### src/rtl/ddr4_lane_read_eye_trainer.sv
// ddr4_lane_read_eye_trainer: sweeps one DDR4 lane's IOD read delay, finds the passing eye and centers on it.
// Ports: FAB_CLK/SYNC_RST clock and sync active-high reset; START training request;
//   EYE_MONITOR_EARLY/LATE sticky eye flags and DELAY_LINE_OUT_OF_RANGE from the IOD;
//   DELAY_LINE_MOVE/DIRECTION/LOAD and EYE_MONITOR_CLEAR_FLAGS drive the IOD;
//   BUSY/DONE/FAIL status; TAP_COUNT current tap; EYE_WIDTH measured eye in taps.
// Define DDR4_TRAIN_VOTE_EN to evaluate each tap three times and take the majority.
module ddr4_lane_read_eye_trainer #(
  parameter int SETTLE_CYCLES = 8,
  parameter int MAX_TAPS = 128,
  parameter int MIN_EYE_WIDTH = 4
) (
  input  logic       FAB_CLK,
  input  logic       SYNC_RST,
  input  logic       START,
  input  logic       EYE_MONITOR_EARLY,
  input  logic       EYE_MONITOR_LATE,
  input  logic       DELAY_LINE_OUT_OF_RANGE,
  output logic       DELAY_LINE_MOVE,
  output logic       DELAY_LINE_DIRECTION,
  output logic       DELAY_LINE_LOAD,
  output logic       EYE_MONITOR_CLEAR_FLAGS,
  output logic       BUSY,
  output logic       DONE,
  output logic       FAIL,
  output logic [7:0] TAP_COUNT,
  output logic [7:0] EYE_WIDTH
);
  typedef enum logic [3:0] {IDLE, LOAD, CLEAR, SETTLE, SAMPLE, STEP, CENTER, DONE_S, FAIL_S} state_t;
  state_t r_state, w_state;
  logic r_phase, w_phase, r_gap, w_gap, w_move, w_dir;
  logic r_move, r_dir, r_load, r_clr, r_busy, r_done, r_fail;
  logic [7:0] r_tap, w_tap, r_eye_start, w_eye_start, r_width, w_width, w_target;
  logic [15:0] r_cnt, w_cnt;
  logic w_raw, w_pass, w_eval;
  assign w_raw = !(EYE_MONITOR_EARLY | EYE_MONITOR_LATE);
  assign w_target = r_eye_start + {1'b0, r_width[7:1]};
`ifdef DDR4_TRAIN_VOTE_EN
  logic [1:0] r_vote, r_pcnt;
  assign w_eval = r_vote == 2'd2;
  assign w_pass = (r_pcnt + {1'b0, w_raw}) >= 2'd2;
  always_ff @(posedge FAB_CLK) begin
    if (SYNC_RST || r_state == LOAD) begin
      r_vote <= '0;
      r_pcnt <= '0;
    end else if (r_state == SAMPLE) begin
      r_vote <= w_eval ? 2'd0 : r_vote + 2'd1;
      r_pcnt <= w_eval ? 2'd0 : r_pcnt + {1'b0, w_raw};
    end
  end
`else
  assign w_eval = 1'b1;
  assign w_pass = w_raw;
`endif
  // Output pulses are registered from the current state, so LOAD shows during CLEAR,
  // CLEAR_FLAGS during the first SETTLE cycle and an up-step MOVE during CLEAR; they never overlap.
  always_comb begin
    w_state = r_state;
    w_phase = r_phase;
    w_tap = r_tap;
    w_eye_start = r_eye_start;
    w_width = r_width;
    w_cnt = '0;
    w_gap = 1'b0;
    w_move = 1'b0;
    w_dir = r_dir;
    case (r_state)
      IDLE, DONE_S, FAIL_S: if (START) begin
        w_state = LOAD;
        w_tap = '0;
        w_phase = 1'b0;
        w_width = '0;
      end
      LOAD: w_state = CLEAR;
      CLEAR: w_state = SETTLE;
      SETTLE: begin
        w_cnt = r_cnt + 16'd1;
        w_state = (r_cnt == 16'(SETTLE_CYCLES - 1)) ? SAMPLE : SETTLE;
      end
      SAMPLE: if (!w_eval) w_state = CLEAR;
      else if (!r_phase) begin
        w_state = STEP;
        if (w_pass) begin
          w_eye_start = r_tap;
          w_phase = 1'b1;
        end
      end else if (!w_pass) begin
        w_state = CENTER;
        w_width = r_tap - r_eye_start;
      end else w_state = STEP;
      STEP: if (r_tap == 8'(MAX_TAPS - 1) || DELAY_LINE_OUT_OF_RANGE) begin
        w_state = r_phase ? CENTER : FAIL_S;
        if (r_phase) w_width = r_tap + 8'd1 - r_eye_start;
      end else begin
        w_state = CLEAR;
        w_move = 1'b1;
        w_dir = 1'b1;
        w_tap = r_tap + 8'd1;
      end
      // r_gap forces a low cycle between successive down-steps.
      CENTER: if (r_width < 8'(MIN_EYE_WIDTH)) w_state = FAIL_S;
      else if (r_tap == w_target) w_state = DONE_S;
      else if (!r_gap) begin
        w_move = 1'b1;
        w_dir = 1'b0;
        w_tap = r_tap - 8'd1;
        w_gap = 1'b1;
      end
      default: w_state = IDLE;
    endcase
  end
  always_ff @(posedge FAB_CLK) begin
    if (SYNC_RST) begin
      r_state <= IDLE;
      r_phase <= 1'b0;
      r_tap <= '0;
      r_eye_start <= '0;
      r_width <= '0;
      r_cnt <= '0;
      r_gap <= 1'b0;
      r_move <= 1'b0;
      r_dir <= 1'b0;
      r_load <= 1'b0;
      r_clr <= 1'b0;
      r_busy <= 1'b0;
      r_done <= 1'b0;
      r_fail <= 1'b0;
    end else begin
      r_state <= w_state;
      r_phase <= w_phase;
      r_tap <= w_tap;
      r_eye_start <= w_eye_start;
      r_width <= w_width;
      r_cnt <= w_cnt;
      r_gap <= w_gap;
      r_move <= w_move;
      r_dir <= w_dir;
      r_load <= r_state == LOAD;
      r_clr <= r_state == CLEAR;
      r_busy <= (w_state != IDLE) && (w_state != DONE_S) && (w_state != FAIL_S);
      r_done <= w_state == DONE_S;
      r_fail <= w_state == FAIL_S;
    end
  end
  assign DELAY_LINE_MOVE = r_move;
  assign DELAY_LINE_DIRECTION = r_dir;
  assign DELAY_LINE_LOAD = r_load;
  assign EYE_MONITOR_CLEAR_FLAGS = r_clr;
  assign BUSY = r_busy;
  assign DONE = r_done;
  assign FAIL = r_fail;
  assign TAP_COUNT = r_tap;
  assign EYE_WIDTH = r_width;
endmodule
### config.mk
export PLATFORM = sky130hd
export DESIGN_NAME = ddr4_lane_read_eye_trainer
export DESIGN_NICKNAME = d
export VERILOG_FILES = /design/src/rtl/ddr4_lane_read_eye_trainer.sv
export SDC_FILE = /design/constraint.sdc
export NUM_CORES = 1
export LEC_CHECK = 0
export BUFFER_PORTS_ARGS = -buffer_cell sky130_fd_sc_hd__buf_2
export CAP_MARGIN = 30
export CORE_ASPECT_RATIO = 0.8
export CORE_MARGIN = 2
export CORE_UTILIZATION = 40
export DETAILED_ROUTE_END_ITERATION = 16
export MAX_ROUTING_LAYER = met4
export PLACE_DENSITY = 0.6
export SYNTH_ARGS = -nofsm -noshare
export SYNTH_HDL_FRONTEND = slang
export SYNTH_SLANG_ARGS = --single-unit
export TNS_END_PERCENT = 1
### constraint.sdc
create_clock -name FAB_CLK -period 4.14 [get_ports FAB_CLK]
set_input_delay 0.828 -clock FAB_CLK [delete_from_list [all_inputs] [get_ports FAB_CLK]]
set_output_delay 0.828 -clock FAB_CLK [all_outputs]
set_load 0.05 [all_outputs]
==> results of run 1 <==
-- layer usage --
metal  global-route usage, %  part of all wire [%]  vias to the layer above
li1                        -                     -                     1476
met1                    27.0                    52                     1393
met2                    28.3                    41                       66
met3                    2.84                   5.5                        6
met4                    4.90                   1.1                        0
met5                       -                     0                        -
-- cell usage in the layout (no fill, tap or decap), types with 4 or more instances in the layout --
master / count
a211oi_1: 4
a21oi_1: 33
and3_1: 10
buf_2: 28
clkbuf_8: 5
dfxtp_1: 53
ha_1: 18
inv_1: 20
mux2i_1: 8
nand2_1: 30
nand2b_1: 5
nand3_1: 12
nand4_1: 6
nor2_1: 53
nor2b_1: 5
nor3_1: 13
nor4_1: 4
o21ai_0: 12
o21ai_1: 4
o221a_1: 4
o221ai_1: 4
or3_1: 8
xnor2_1: 16
xor2_1: 17
-- through the flow --
| stage | worst slack, ns | utilization [%] |
|---|---|---|
| after floorplan | 1.06 | - |
| after global placement | 0.843 | 43.8 |
| after detailed placement | 0.727 | 43.9 |
| after CTS | 0.678 | 45.3 |
| after global routing | 0.326 | 45.3 |
| final | 0.624 | 45.3 |
-- logic make-up after synthesis --
| group | after synthesis |
|---|---|
| multiplexers | 8 |
| AND/OR/NAND/NOR | 164 |
| XOR/XNOR | 33 |
| flip-flops | 53 |
| adder cells (fa/ha/maj) | 20 |
| AO/OA/AOI/OAI | 87 |
| buffers and inverters | 42 |
-- registers in the layout, summed over array words and instances (netlist names), 4 cells and up --
register	count
EYE_WIDTH	8
TAP_COUNT	8
r_cnt	16
r_eye_start	8
r_state	4
-- critical path, delay by kind of cell (launching register included) --
family / cells / cell delay [ns]
AND/OR/NAND/NOR: 5 / 1.30
adder cells (fa/ha/maj): 3 / 0.89
flip-flops: 1 / 0.46
AO/OA/AOI/OAI: 4 / 0.43
buffers and inverters: 1 / 0.24
XOR/XNOR: 1 / 0.14
-- worst paths after layout --
kind,startpoint,end,slack (ns),cells past startpoint
setup / recovery,r_state[2]$_SDFF_PP0_,EYE_WIDTH[6]$_SDFFE_PP0P_,0.62,14
hold / removal,r_cnt[0]$_SDFF_PP0_,r_cnt[0]$_SDFF_PP0_,0.45,1
setup reg to reg,r_state[2]$_SDFF_PP0_,EYE_WIDTH[6]$_SDFFE_PP0P_,0.62,14
hold reg to reg,r_cnt[0]$_SDFF_PP0_,r_cnt[0]$_SDFF_PP0_,0.45,1
-- power groups by stage --
stage / logic (mW) / clock network [mW] / registers [mW]
after floorplan: 0.0896 / 0 / 0.553
after global placement: 0.129 / 0 / 0.542
after detailed placement: 0.129 / 0 / 0.542
after CTS: 0.129 / 0.378 / 0.531
after global routing: 0.144 / 0.402 / 0.533
final: 0.130 / 0.371 / 0.531
-- cell type report --
cell class	count	area share, %
well taps	108	3.74
inverters	24	2.49
clock buffers	5	1.90
clock inverters	3	1.21
repair buffers	29	4.08
flip-flops and latches	53	29.3
multi-input cells	312	57.2
==> results.sh, run 1 <==
export IMPL_synth_top_cell_area_share_pct=32.0
export IMPL_row_count=29
export IMPL_detail_route_antenna_nets=0
export IMPL_io_pins=29
export IMPL_skew_ns=0.0213
export IMPL_drv_slew=0
export IMPL_initial_utilization_pct=41.5
export IMPL_crit_path_end_kind="flip-flop"
export IMPL_gp_congestion=0.846
export IMPL_core_area_mm2=0.00798
export IMPL_synthSimpleGateAreaFrac_pct=24.7
export IMPL_wl_per_cell_um=14.9
export IMPL_synthAdderAreaFrac_pct=8.00
export IMPL_postCtsSetupBuffers=0
export IMPL_synth_area_leaders="dfxtp_1 (32%), ha_1 (6.8%), nor2_1 (6.0%), a21oi_1 (5.0%), xor2_1 (4.5%)"
export IMPL_crit_path_cell_trace="nor2b_1 -> nand2_4 -> inv_2 -> ha_1 -> ha_1 -> fa_1 -> nor2b_1 -> o21ai_0 -> nand2b_1 -> a21o_1 -> a21oi_1 -> xor2_1 -> or3_1 -> a21oi_1"
export IMPL_grt_use_total_pct=19.0
export IMPL_yosysWarnings=0
export IMPL_cts_clk_slew_worst_paths_ns=0.12
export IMPL_synthDistinctLibCells=62
export IMPL_slew_headroom_pct=49.7
export IMPL_route_final_wire_length_um=7960
export IMPL_combPwrFrac_pct=12.6
export IMPL_die_y_um=85.4
export IMPL_areaGrowthSynthToFinish_pct=9.09
export IMPL_clock_sinks=53
export IMPL_finalHoldViolCount=0
export IMPL_die_x_um=106
export IMPL_synth_top_family_by_area="simple AND/OR/NAND/NOR gates"
export IMPL_routed_via_count=2941
export IMPL_synth_edf_count=0
export IMPL_cts_hold_buf=0
export IMPL_seqPwrFrac_pct=51.5
export IMPL_htreeDepth=2
export IMPL_finalCriticalPeriod_ns=3.52
export IMPL_critPathKind="reg2reg"
export IMPL_drv_cap=0
export IMPL_synthXorXnorAreaFrac_pct=8.72
export IMPL_grt_max_degree=30
export IMPL_dp_cells=526
export IMPL_diodes=0
export IMPL_route_detailed_drc=0
export IMPL_multi_input_area_mm2=0.00207
export IMPL_syn_inst=407
export IMPL_dpl_cell_area_mm2=0.00350
export IMPL_arrival_ns=3.76
export IMPL_switching_share_pct=28.5
export IMPL_final_area_mm2=0.00362
export IMPL_rsz0062_at_grt="false"
export IMPL_dr_pass1_iters=4
export IMPL_max_freq_mhz=284
export IMPL_grt_pass1_vias=2695
export IMPL_totalNegativeSetupSlack_ns=0
export IMPL_viasPerCell=5.51
export IMPL_synth_compound_area_share_pct=18.6
export IMPL_worst_setup_path_start_kind="flip-flop"
export IMPL_ys_top_cells_by_count="dfxtp_1 (53), nor2_1 (53), a21oi_1 (33)"
export IMPL_num_fill_cells=805
export IMPL_synthArstFlopShare_pct=0
export IMPL_setup_viol=0
export IMPL_grt_overflow=0
export IMPL_clk_path_buf_depth=2
export IMPL_layout_drive_gt1_share_pct=11.5
export IMPL_cp_max_fo=14
export IMPL_cp_slowest_stage_delay_ns=0.56
export IMPL_power_switching_uw=294
export IMPL_synth_top_cell_by_area="dfxtp_1"
export IMPL_syn_nets=433
export IMPL_required_ns=4.39
export IMPL_synth_area_mm2=0.00332
export IMPL_intPower_uw=738
export IMPL_synthFlopType="dfxtp_1"
export IMPL_tightest_slew_ns=0.752
export IMPL_muxShareOfSynthArea_pct=2.42
export IMPL_cts_root_buffer="clkbuf_8"
export IMPL_dp_hpwl_um=5900
export IMPL_hold_ws_ns=0.450
export IMPL_slowest_stage="nor2b_1"
export IMPL_yosys_register_bits=53
export IMPL_power_leakage_nw=1.40
export IMPL_hp_class="reg2reg"
export IMPL_fin_crit_sh_pct=84.9
export IMPL_ir_drop_uv=143
export IMPL_io_buffers=28
export IMPL_final_cells=534
export IMPL_antenna_found_initial=0
export IMPL_total_power_mw=1.03
export IMPL_tritoncts="built"
export IMPL_cts_buffers=5
export IMPL_synth_area_per_cell_um2=8.15
export IMPL_yosysSeqAreaShare_pct=32.0
export IMPL_die_area_mm2=0.00904
export IMPL_grt_pass1_wl_um=13500
export IMPL_nets=451
export IMPL_clock_power_share_pct=36.0
export IMPL_status="complete, no violations"
export IMPL_layout_area_seq_mm2=0.00106
export IMPL_clock_latency_ns=0.32
export IMPL_cts_resized=0
export IMPL_drt_iter0_markers=94
export IMPL_power_density_mw_per_mm2=285
(Power assumes the default switching activity.)
==> run 2: changes to the inputs <==
Clock period 4.14 ns to 3.46 ns, I/O delays scaled along.
==> run 2 against run 1 <==
Net effect: sequential power grew 18%; largest cell class unchanged; routed wire length rose by 3.3%; clock skew fell by 0.0083 ns; fmax is 9.6% higher; via count is 2.6% higher; worst setup slack got worse by 0.37 ns; total power is 13% higher; critical path depth rose by 1; critical path type unchanged; sequential share of layout area decreased by 0.50 points; global-route usage increased by 0.66 points; utilization is 0.78 points higher; critical endpoint unchanged.
==> results.sh, run 2 (synthesis results as in run 1) <==
export IMPL_cts_buffers=5
export IMPL_io_buffers=28
export IMPL_cp_max_fo=10
export IMPL_dr_pass1_iters=5
export IMPL_ir_drop_uv=150
export IMPL_die_y_um=85.4
export IMPL_slew_headroom_pct=52.7
export IMPL_min_delay_start="r_cnt[0]$_SDFF_PP0_"
export IMPL_timing_reg2reg_setup_slack_ns=0.25
export IMPL_timing_rr_start="r_state[0]$_SDFF_PP0_"
export IMPL_wl_per_cell_um=15.1
export IMPL_clk_path_buf_depth=2
export IMPL_max_freq_mhz=312
export IMPL_layout_drive_gt1_share_pct=14.0
export IMPL_finalHoldViolCount=0
export IMPL_critPathKind="reg2reg"
export IMPL_power_density_mw_per_mm2=317
export IMPL_areaGrowthSynthToFinish_pct=11.0
export IMPL_top_register="r_cnt"
export IMPL_totalNegativeSetupSlack_ns=0
export IMPL_final_cells=545
export IMPL_finalCriticalPeriod_ns=3.21
export IMPL_nets=462
export IMPL_fin_crit_sh_pct=92.7
export IMPL_viasPerCell=5.54
export IMPL_power_leakage_nw=1.45
export IMPL_required_ns=3.70
export IMPL_arrival_ns=3.45
export IMPL_postCtsSetupBuffers=0
export IMPL_dp_cells=537
export IMPL_holdPathEnd="r_cnt[0]$_SDFF_PP0_"
export IMPL_hold_ws_ns=0.448
export IMPL_grt_overflow=0
export IMPL_drv_cap=0
export IMPL_core_area_mm2=0.00798
export IMPL_die_x_um=106
export IMPL_most_common_layout_cells="dfxtp_1 (53), nor2_1 (53), a21oi_1 (33)"
export IMPL_routed_via_count=3017
export IMPL_skew_ns=0.0130
export IMPL_gp_congestion=0.902
export IMPL_grt_max_degree=29
export IMPL_grt_use_total_pct=19.7
export IMPL_route_detailed_drc=0
export IMPL_hold_depth=1
export IMPL_antenna_found_initial=0
export IMPL_status="complete, no violations"
export IMPL_initial_utilization_pct=41.5
export IMPL_grt_pass1_wl_um=13700
export IMPL_row_count=29
export IMPL_largest_reg_flops=16
export IMPL_crit_path_end_kind="flip-flop"
export IMPL_cts_clk_slew_worst_paths_ns=0.11
export IMPL_hp_class="reg2reg"
export IMPL_drv_slew=0
export IMPL_setup_viol=0
export IMPL_diodes=0
export IMPL_rsz0062_at_grt="false"
export IMPL_cts_hold_buf=0
export IMPL_clock_sinks=53
export IMPL_die_area_mm2=0.00904
export IMPL_cts_root_buffer="clkbuf_8"
export IMPL_clock_latency_ns=0.32
export IMPL_route_final_wire_length_um=8230
export IMPL_dp_hpwl_um=6080
export IMPL_detail_route_antenna_nets=0
export IMPL_io_pins=29
export IMPL_grt_pass1_vias=2741
export IMPL_r2r_cells=15
export IMPL_drt_iter0_markers=196
export IMPL_htreeDepth=2
export IMPL_tightest_slew_ns=0.707
export IMPL_worst_setup_path_start_kind="flip-flop"
export IMPL_r2r_end="EYE_WIDTH[6]$_SDFFE_PP0P_"
export IMPL_total_power_mw=1.17
export IMPL_tritoncts="built"
run 2: power by group:
part           internal (mW)  leakage, nW  switching (mW)  total (mW)
Combinational         0.0515        0.973           0.119       0.170
Clock                  0.144       0.0445           0.224       0.369
Sequential             0.619        0.428         0.00932       0.628
Total                  0.815         1.45           0.352        1.17
run 2: repair_timing:
action                                 4_1_cts  5_1_grt
endpoints found under the hold margin        0        0
setup endpoints to repair                    0        1
gates resized for setup                      0        1
run 2: worst max-delay path, cell delays in order, from the launching register on:
cell	delay [ns]
dfxtp_1	0.55
inv_2	0.11
nor2_1	0.23
nand2_4	0.08
inv_2	0.11
ha_1	0.24
ha_1	0.22
fa_1	0.38
nor2b_1	0.19
o21ai_0	0.11
nand2b_1	0.11
a21o_1	0.13
a21oi_1	0.07
xor2_1	0.14
or3_1	0.31
a21oi_1	0.16
run 2: worst max path at each step:
stage                                from                   endpoint  slack [ns]  depth (start not counted)
global route        r_state[0]$_SDFF_PP0_  EYE_WIDTH[6]$_SDFFE_PP0P_        0.01                         15
CTS                 r_state[2]$_SDFF_PP0_  EYE_WIDTH[6]$_SDFFE_PP0P_        0.18                         14
floorplan           r_state[0]$_SDFF_PP0_  EYE_WIDTH[6]$_SDFFE_PP0P_        0.38                         17
detailed placement  r_state[2]$_SDFF_PP0_  EYE_WIDTH[6]$_SDFFE_PP0P_        0.22                         14
global placement    r_state[2]$_SDFF_PP0_  EYE_WIDTH[6]$_SDFFE_PP0P_        0.38                         14
finish              r_state[0]$_SDFF_PP0_  EYE_WIDTH[6]$_SDFFE_PP0P_        0.25                         15
run 2: stage by stage:
step	util, %	area, um^2	setup slack (ns)
3_3_place_gp	44.9	3590	0.383
3_5_place_dp	44.9	3590	0.219
6_report	46.1	3680	0.253
4_1_cts	46.1	3680	0.184
5_1_grt	46.1	3680	0.0137
2_1_floorplan	-	3320	0.378
run 2: cell type report:
| type | count | area [um^2] |
|---|---|---|
| clock inverters | 3 | 21.3 |
| inverters | 24 | 90.1 |
| well taps | 108 | 135 |
| repair buffers | 40 | 230 |
| flip-flops and latches | 53 | 1060 |
| clock buffers | 5 | 68.8 |
| multi-input cells | 312 | 2070 |
| fillers | 811 | 4300 |
run 2: per-layer routing:
layer	share of wire, %	vias up	GRT usage (%)
li1	-	1500	-
met1	51	1430	28.1
met2	42	77	28.4
met3	6.0	10	3.92
met4	0.83	0	4.78
met5	0	-	-
